===== src/rtl/vend_transaction_sequencer.sv =====
`default_nettype none
// ============================================================================
// Module   : vend_transaction_sequencer
// Purpose  : Vending transaction controller. Accumulates coins, grants item
//            selections against the running total, runs the inactivity
//            timeout and pays out change greedily, one coin per cycle.
// Revision : 1.0 - initial release
// ============================================================================
module vend_transaction_sequencer #(
    parameter int          kNumCoins   = 3,
    parameter int          kNumItems   = 4,
    parameter int          kTotalBits  = 31,
    parameter int          kWaitTime   = 10,
    parameter int unsigned COIN_VAL0   = 100,
    parameter int unsigned COIN_VAL1   = 500,
    parameter int unsigned COIN_VAL2   = 1000,
    parameter int unsigned ITEM_PRICE0 = 400,
    parameter int unsigned ITEM_PRICE1 = 500,
    parameter int unsigned ITEM_PRICE2 = 1000,
    parameter int unsigned ITEM_PRICE3 = 2000
) (
    input  logic                  clk,
    input  logic                  reset_n,
    input  logic [kNumCoins-1:0]  i_input_coin,
    input  logic [kNumItems-1:0]  i_select_item,
    input  logic                  i_trigger_return,
    output logic [kNumItems-1:0]  o_available_item,
    output logic [kNumItems-1:0]  o_output_item,
    output logic [kNumCoins-1:0]  o_return_coin,
    output logic [kTotalBits-1:0] o_current_total,
    output logic                  o_busy
);

    // Two guard bits let the coin sum be compared against the register limit.
    localparam int c_SUM_BITS  = kTotalBits + 2;
    localparam int c_WAIT_BITS = $clog2(kWaitTime + 1);

    localparam logic [kTotalBits-1:0] c_COIN_VAL [kNumCoins] = '{
        kTotalBits'(COIN_VAL0), kTotalBits'(COIN_VAL1), kTotalBits'(COIN_VAL2)
    };
    localparam logic [kTotalBits-1:0] c_ITEM_PRICE [kNumItems] = '{
        kTotalBits'(ITEM_PRICE0), kTotalBits'(ITEM_PRICE1),
        kTotalBits'(ITEM_PRICE2), kTotalBits'(ITEM_PRICE3)
    };
    localparam logic [c_SUM_BITS-1:0]  c_TOTAL_MAX   = {2'b00, {kTotalBits{1'b1}}};
    localparam logic [c_WAIT_BITS-1:0] c_WAIT_RELOAD = c_WAIT_BITS'(kWaitTime);
    localparam logic [c_WAIT_BITS-1:0] c_WAIT_ONE    = c_WAIT_BITS'(1);

    typedef enum logic [1:0] {
        S_IDLE   = 2'd0,
        S_ACCEPT = 2'd1,
        S_RETURN = 2'd2
    } state_t;

    state_t                 r_state;
    state_t                 w_state_nxt;
    logic [kTotalBits-1:0]  r_total;
    logic [kTotalBits-1:0]  w_total_nxt;
    logic [c_WAIT_BITS-1:0] r_wait_cnt;
    logic [c_WAIT_BITS-1:0] w_wait_nxt;
    logic [kNumItems-1:0]   w_item_nxt;
    logic [kNumCoins-1:0]   w_coin_nxt;

    logic [c_SUM_BITS-1:0]  w_coin_sum;
    logic [c_SUM_BITS-1:0]  w_sum_ext;
    logic                   w_coin_ok;
    logic [kTotalBits-1:0]  w_after_coin;
    logic                   w_grant_valid;
    logic [kNumItems-1:0]   w_grant_onehot;
    logic [kTotalBits-1:0]  w_grant_price;
    logic                   w_pay_valid;
    logic [kNumCoins-1:0]   w_pay_onehot;
    logic [kTotalBits-1:0]  w_pay_val;

    // Decode: coin sum with overflow guard, lowest affordable select, largest payable coin.
    always_comb begin
        w_coin_sum     = '0;
        w_grant_valid  = 1'b0;
        w_grant_onehot = '0;
        w_grant_price  = '0;
        w_pay_valid    = 1'b0;
        w_pay_onehot   = '0;
        w_pay_val      = '0;
        for (int i = 0; i < kNumCoins; i++) begin
            if (i_input_coin[i]) begin
                w_coin_sum = w_coin_sum + c_SUM_BITS'(c_COIN_VAL[i]);
            end
        end
        // Descending scan so the lowest qualifying index is the last one written.
        for (int i = kNumItems - 1; i >= 0; i--) begin
            if (i_select_item[i] && (r_total >= c_ITEM_PRICE[i])) begin
                w_grant_valid     = 1'b1;
                w_grant_onehot    = '0;
                w_grant_onehot[i] = 1'b1;
                w_grant_price     = c_ITEM_PRICE[i];
            end
        end
        // Ascending scan over ascending coin values leaves the largest payable coin.
        for (int i = 0; i < kNumCoins; i++) begin
            if (r_total >= c_COIN_VAL[i]) begin
                w_pay_valid     = 1'b1;
                w_pay_onehot    = '0;
                w_pay_onehot[i] = 1'b1;
                w_pay_val       = c_COIN_VAL[i];
            end
        end
        w_sum_ext    = {2'b00, r_total} + w_coin_sum;
        w_coin_ok    = (|i_input_coin) && (w_sum_ext <= c_TOTAL_MAX);
        w_after_coin = w_coin_ok ? w_sum_ext[kTotalBits-1:0] : r_total;
    end

    // Next-state, next-total, timer and pulse generation.
    always_comb begin
        w_state_nxt = r_state;
        w_total_nxt = r_total;
        w_wait_nxt  = r_wait_cnt;
        w_item_nxt  = '0;
        w_coin_nxt  = '0;
        case (r_state)
            S_IDLE: begin
                w_wait_nxt = '0;
                if (w_coin_ok) begin
                    w_total_nxt = w_after_coin;
                    w_wait_nxt  = c_WAIT_RELOAD;
                    w_state_nxt = S_ACCEPT;
                end
            end
            S_ACCEPT: begin
                if (i_trigger_return || (r_wait_cnt == '0)) begin
                    // Coins still count; a reload here does not cancel the exit.
                    w_total_nxt = w_after_coin;
                    w_wait_nxt  = '0;
                    w_state_nxt = S_RETURN;
                end else begin
                    if (w_grant_valid) begin
                        w_total_nxt = w_after_coin - w_grant_price;
                        w_item_nxt  = w_grant_onehot;
                        w_wait_nxt  = c_WAIT_RELOAD;
                    end else if (w_coin_ok) begin
                        w_total_nxt = w_after_coin;
                        w_wait_nxt  = c_WAIT_RELOAD;
                    end else begin
                        w_wait_nxt  = r_wait_cnt - c_WAIT_ONE;
                    end
                    // A purchase that spends the exact credit ends the transaction.
                    if (w_total_nxt == '0) begin
                        w_state_nxt = S_IDLE;
                    end
                end
            end
            S_RETURN: begin
                w_wait_nxt = '0;
                if (r_total == '0) begin
                    w_state_nxt = S_IDLE;
                end else if (w_pay_valid) begin
                    w_coin_nxt  = w_pay_onehot;
                    w_total_nxt = r_total - w_pay_val;
                end else begin
                    // Residual smaller than the smallest coin is forfeited silently.
                    w_total_nxt = '0;
                end
            end
            default: begin
                w_state_nxt = S_IDLE;
                w_total_nxt = '0;
                w_wait_nxt  = '0;
            end
        endcase
    end

    // State and registered outputs; asynchronous clear aborts any payout.
    always_ff @(posedge clk or negedge reset_n) begin
        if (!reset_n) begin
            r_state       <= S_IDLE;
            r_total       <= '0;
            r_wait_cnt    <= '0;
            o_output_item <= '0;
            o_return_coin <= '0;
            o_busy        <= 1'b0;
        end else begin
            r_state       <= w_state_nxt;
            r_total       <= w_total_nxt;
            r_wait_cnt    <= w_wait_nxt;
            o_output_item <= w_item_nxt;
            o_return_coin <= w_coin_nxt;
            o_busy        <= (w_state_nxt == S_RETURN);
        end
    end

    // Availability follows the live total but is masked during payout.
    always_comb begin
        o_available_item = '0;
        for (int i = 0; i < kNumItems; i++) begin
            o_available_item[i] = (r_total >= c_ITEM_PRICE[i]) && (r_state != S_RETURN);
        end
    end

    assign o_current_total = r_total;

endmodule
`default_nettype wire


===== config.mk =====
export PLATFORM = sky130hd
export DESIGN_NAME = vend_transaction_sequencer
export DESIGN_NICKNAME = d
export VERILOG_FILES = /design/src/rtl/vend_transaction_sequencer.sv
export SDC_FILE = /design/constraint.sdc
export NUM_CORES = 1
export LEC_CHECK = 0
export CELL_PAD_IN_SITES_DETAIL_PLACEMENT = 1
export CELL_PAD_IN_SITES_GLOBAL_PLACEMENT = 1
export CORE_UTILIZATION = 44
export CTS_CLUSTER_SIZE = 10
export DETAILED_ROUTE_END_ITERATION = 12
export PLACE_DENSITY_LB_ADDON = 0.1
export SKIP_CTS_REPAIR_TIMING = 1
export SYNTH_ARGS = -nofsm -noshare
export SYNTH_HDL_FRONTEND = slang
export SYNTH_SLANG_ARGS = --single-unit

===== constraint.sdc =====
create_clock -name clk -period 7.1 [get_ports clk]
set_input_delay 1.42 -clock clk [delete_from_list [all_inputs] [get_ports clk]]
set_output_delay 1.42 -clock clk [all_outputs]
set_load 0.02 [all_outputs]

# --- After elaboration in Yosys (flattened, before gate mapping) ---
# Index checks and enable logic that the tools add are counted.
word_totals:
  output_inout_bits: 43
  wordCells: 87
  regBits: 45
op_classes:
  add_sub_neg: 6
  eq_ne: 5
  mux: 49
  reduce_logical: 15
  order_cmp: 6
ops:
  columns: ["op", "n"]
  rows:
  - ["$mux 31", 13]
  - ["$pmux 31 s3", 1]
  - ["$mux 33", 2]
  - ["$ge 31x9->1 const B", 2]
  - ["$logic_not 31->1", 2]
  - ["$sub 31x31->31", 2]
  - ["$mux 4", 11]
  - ["$add 31x33->33", 1]
  - ["$add 33x10->33 const B", 1]
  - ["$add 33x9->33 const B", 1]
  - ["$le 33x31->1 const B", 1]
  - ["$ge 31x10->1 const B", 1]
  - ["$ge 31x11->1 const B", 1]
  - ["$ge 31x7->1 const B", 1]
  - ["$mux 3", 5]
  - ["$mux 7", 2]
  - ["$mux 11", 1]
  - ["$logic_and 1x1->1", 9]
  - ["$mux 1", 8]
  - ["$mux 2", 4]
  - ["$pmux 4 s2", 1]
  - ["$pmux 2 s3", 1]
  - ["$eq 2x2->1 const B", 2]
  - ["$logic_not 4->1", 1]
  - ["6 further kinds", 7]

# --- Depth between registers and ports, before layout ---
depth:
  word_depth: 18
  mapped_depth: 24

# --- Least setup slack after synthesis ---
# No wires, ideal clock.
synth_path:
  path_type: "input to register"
  from: "in i_input_coin[0]"
  to: "reg r_total[21], in the netlist o_current_total[21]"
  setup_ps: 124
  path_slack_ps: 120
  t_arrival_ps: 6856
  n_path_buf: 1
  path_stages: 21
  path_cell_list: "inv_1 > ha_1 > mux2_2 > ha_1 > o211ai_1 > o21ai_1 > a22oi_1 > o21ai_1 > clkbuf_1 > mux2_2 > ha_1 > nor2b_1 > o21a_1 > a311oi_1 > a21oi_1 > a31oi_1 > nand4_2 > or3_1 > a41o_1 > nor2b_4 > o31a_1"
synth_between:
  elab_chain_cells: 15
  word_cells_on_any_way: 17
  classes_between: "add/sub: 4; order compare: 1; mux: 10; reduce/logical: 2"
synth_rtl:
  columns: ["item", "line", "source"]
  rows:
  - ["start: declaration", "24", "input logic [kNumCoins-1:0] i_input_coin,"]
  - ["$mux 7", "85", "if (i_input_coin[i]) begin"]
  - ["$add 33x9->33", "86", "w_coin_sum = w_coin_sum + c_SUM_BITS'(c_COIN_VAL[i]);"]
  - ["$mux 33", "85", null]
  - ["$add 33x10->33", "86", null]
  - ["$mux 33", "85", null]
  - ["$add 31x33->33", "107", "w_sum_ext = {2'b00, r_total} + w_coin_sum;"]
  - ["$le 33x31->1", "108", "w_coin_ok = (|i_input_coin) && (w_sum_ext <= c_TOTAL_MAX);"]
  - ["$logic_and 1x1->1", "108", null]
  - ["$mux 31", "109", "w_after_coin = w_coin_ok ? w_sum_ext[kTotalBits-1:0] : r_total;"]
  - ["$sub 31x31->31 or $mux 31 (tied branches)", "136, 139", null]
  - ["$mux 31", "135", "if (w_grant_valid) begin"]
  - ["$mux 31", "129", "if (i_trigger_return || (r_wait_cnt == '0)) begin"]
  - ["$mux 31", "119", "case (r_state)"]
  - ["$mux 31", "129", null]
  - ["$pmux 31 s3 *", "119", null]
  - ["end signal: assignment", "182", "r_total <= w_total_nxt;"]
  - ["end: declaration", "57", "logic [kTotalBits-1:0] r_total;"]
# Mark *: on every way between the ends. The rest lies on a longest branch, timed or not. The select of a mux whose other input is x is not followed.
# A chain may end at the register's enable or synchronous reset.

# --- Final worst setup path ---
layout_path:
  from: "in i_input_coin[1]"
  to: "reg r_total[29], in the netlist o_current_total[29]"
layout_between:
  elab_chain_cells: 13
  word_cells_on_any_way: 15
  classes_between: "add/sub: 3; order compare: 1; mux: 9; reduce/logical: 2"
layout_rtl:
  columns: ["item", "line"]
  rows:
  - ["$mux 33", "85"]
  - ["$add 33x10->33", "86"]
  - ["$mux 33", "85"]
  - ["$add 31x33->33", "107"]
  - ["$le 33x31->1", "108"]
  - ["$logic_and 1x1->1", "108"]
  - ["$mux 31", "109"]
  - ["$sub 31x31->31 or $mux 31 (tied branches)", "136, 139"]
  - ["$mux 31", "135"]
  - ["$mux 31", "129"]
  - ["$mux 31", "119"]
  - ["$mux 31", "129"]
  - ["$pmux 31 s3 *", "119"]
# Marked as above.

==> flow_summary_export.csv <==
group,metric,value,unit
sta,final_hold_viol_count,0,
pwr,ir_drop,243.3,µV
floorplan,io_pins,53,
setup_path,critPathCaptureType,"register",
synthesis,netlist_area,0.005107,mm²
cells_and_area,fill_cells,1349,
placement,numPortBuffers,50,
cts,clkTransAtPathRegs,0.07,ns
drt,routed_via_density,6.298,
cells_and_area,antenna_cells,0,
setup_path,crit_type,"primary input to register",
setup_path,crit_fanout,10,
synthesis,synthFlopType,"dfrtp_1",
outcome,outcome,"finished clean",
pwr,p_total,3.212,mW
cells_and_area,nNetsFinal,725,
cts,cts_sinks,43,
floorplan,rows,38,
setup_path,slowest_delay,0.53,ns
synthesis,async_reset_ff_share,100.0,%
floorplan,die_area,0.01204,mm²
grt,antenna_found_initial,0,
synthesis,synth.distinct_cells,84,
cts,numCtsBuffers,5,
sta,fmax,148.6,MHz
synthesis,yosysWarnings,0,
grt,grt_pass1_vias,5071,
floorplan,dieHeight,109.7,µm
drt,met1_length,8.828,mm
placement,gp_congestion,0.9110,
drt,wl_met3,974,µm
synthesis,synth-seq-cells,43,
floorplan,core_area,0.01108,mm²
pwr,power_density,540.1,mW/mm²
cells_and_area,drive_gt1_share,10.29,%
grt,grt_overflow_total,0,
cts,root_buffer,"clkbuf_16",
setup_path,start_kind,"primary input",
sta,period_needed,6.727,ns
setup_path,critPathBufInv,3,
synthesis,ys_seq_area_share,21.07,%
drt,highest_layer,"met4",
setup_path,reg2reg_depth,20,
sta,period_share,94.75,%
cts,clkLatencyLatePin,0.31,ns
worst_hold_path,hp-class,"register to register",
sta,grt_setup_unrepaired,"false",
setup_path,cp.arrival,6.88,ns
pwr,leakage,2.416,nW
cts,htree_levels,2,
cells_and_area,fin_area,0.005947,mm²
setup_path,worstPathRequired,7.25,ns
floorplan,die_w,109.7,µm
drt,wire_per_inst,22.61,µm
grt,grt_max_degree,44,
sta,fin_tns_setup,0,ns
synthesis,synth_edf_count,0,
cts,clock_path_buffers,2,
sta,tightest_slew,1.121,ns
sta,fin_skew,0.009588,ns
sta,setup_violations,0,
drt,vias,5164,
cts,cts_tree,"built",
job,maxCapViolations,0,
synthesis,synthCells,639,
cells_and_area,area.growth.synth_to_final,16.44,%
drt,antenna_left,0,
sta,setup_slack,0.3725,ns
cells_and_area,fin_util,53.68,%
sta,max-slew-margin-rel,25.25,%
setup_path,slowest_stage,"or4_4",
placement,placed_cell_area,0.005704,mm²
sta,slew_violations,0,
placement,dp_hpwl,14.02,mm
drt,drc,0,
drt,drt_pass1_iterations,5,
floorplan,start_util,46.10,%
setup_path,path_cells,"clkdlybuf4s50_1 > inv_1 > ha_1 > mux2_2 > ha_1 > o211ai_1 > o21ai_1 > a22oi_1 > o21ai_1 > buf_4 > mux2_2 > ha_1 > nor2b_1 > o21a_1 > a311oi_2 > a21oi_1 > a31oi_2 > nand4_2 > or4_4 > nor4_4 > xor2_1 > o22ai_1",
setup_path,cp_num_cells,22,
synthesis,synth_area_per_cell,7.993,µm²
drt,dr.first_iter.drc_count,421,
setup_path,cp_top_family,"compound AO/OA/AOI/OAI gates",
drt,dr_wl_met2,8.499,mm
setup_path,cpMostUsedCell,"ha_1",
placement,pre_cts_ws,-0.4311,ns
grt,grt.total_usage,32.13,%
grt,grt_pass1_wl,28.61,mm
drt,wirelength,18.54,mm
worst_hold_path,hold_depth,1,
-- path summary, 6_finish.rpt --
kind | from | endpoint | slack [ns]
hold / removal | r_wait_cnt[0] | r_wait_cnt[0] | 0.49
min in group asynchronous | reset_n | o_return_coin[1] | 1.32
setup / recovery | i_input_coin[1] | o_current_total[29] | 0.37
hold reg to reg | r_wait_cnt[0] | r_wait_cnt[0] | 0.49
setup reg to reg | o_current_total[17] | o_current_total[29] | 1.40
max in group asynchronous | reset_n | o_current_total[22] | 5.08
-- Yosys cell counts (4+ instances only) --
cell | count | share of area, %
mux2_2 | 5 | 1.1
o211ai_1 | 6 | 0.88
a21o_1 | 9 | 1.3
clkbuf_1 | 14 | 1.0
o221ai_1 | 4 | 0.69
nor3b_1 | 4 | 0.59
inv_1 | 30 | 2.2
buf_4 | 6 | 0.88
xnor2_1 | 47 | 8.1
xor2_1 | 30 | 5.1
nand4_1 | 5 | 0.61
o21a_1 | 6 | 0.88
and3_1 | 11 | 1.3
or3_1 | 4 | 0.49
buf_2 | 7 | 0.69
o22ai_1 | 19 | 2.3
nand3_1 | 26 | 2.5
o21ai_0 | 30 | 2.9
a31oi_1 | 6 | 0.74
a211oi_1 | 6 | 0.88
nand2b_1 | 12 | 1.5
ha_1 | 33 | 8.1
nand2_1 | 51 | 3.7
buf_6 | 5 | 1.1
and2_1 | 6 | 0.74
mux2i_1 | 6 | 1.2
nor3_1 | 21 | 2.1
nor4_1 | 12 | 1.5
nor2_1 | 62 | 4.6
dfrtp_1 | 43 | 21
a21oi_1 | 25 | 2.4
nor2b_1 | 12 | 1.5
-- placed cells by master (no fill, tap or decap), types with 9 or more instances in the layout --
master / instances
nor2_1: 61
and3_1: 10
clkdlybuf4s50_1: 49
a21o_1: 9
inv_1: 30
nand2_1: 51
nand3_1: 26
nor2b_1: 12
o22ai_1: 19
buf_4: 16
xor2_1: 30
xnor2_1: 47
o21ai_0: 29
nor4_1: 11
dfrtp_1: 43
nor3_1: 21
nand2b_1: 12
ha_1: 33
a21oi_1: 25
-- logic make-up after synthesis --
kind of cell	synth area share [%]
adders and majority gates	9.260
xor gates and xnor gates	13.52
and+or+nand+nor	27.98
other	0.07342
AOI/OAI and AO/OA	19.67
DFF	21.07
muxes	2.278
buffers and inverters	6.149
-- through the flow --
step,cells,hold slack (ns)
2_1_floorplan,640,0.4249
3_3_place_gp,812,0.4501
3_5_place_dp,812,0.4794
4_1_cts,820,0.4886
5_1_grt,820,0.4950
6_report,820,0.4899
-- state kept, by name, indices dropped and copies added (netlist names) --
name and cells:
o_current_total 29, r_wait_cnt 4, o_output_item 4, r_state 2
o_busy 1, o_return_coin 3
-- area by class of cell --
type                       instances  area [µm²]  area share [%]
tap                              140       175.2           2.946
multi-input combinational        532        3795           63.81
inverter                          31       116.4           1.957
clock buffer                       5       125.1           2.104
clock inverter                     3       43.79          0.7364
timing repair buffer              66       615.6           10.35
sequential                        43        1076           18.09
-- per-layer routing --
| metal | vias up | global-route usage (%) |
|---|---|---|
| met2 | 165 | 50.45 |
| met1 | 2605 | 46.55 |
| met4 | 0 | 7.714 |
| met5 | - | 0 |
| met3 | 17 | 3.912 |
| li1 | 2377 | - |
-- report_power, final --
| part | internal, mW | total (mW) | switching [mW] |
|---|---|---|---|
| Sequential | 0.332 | 0.545 | 0.212 |
| Clock | 0.167 | 0.287 | 0.120 |
| Combinational | 0.975 | 2.38 | 1.40 |
Power figures use the tool's default switching activity.
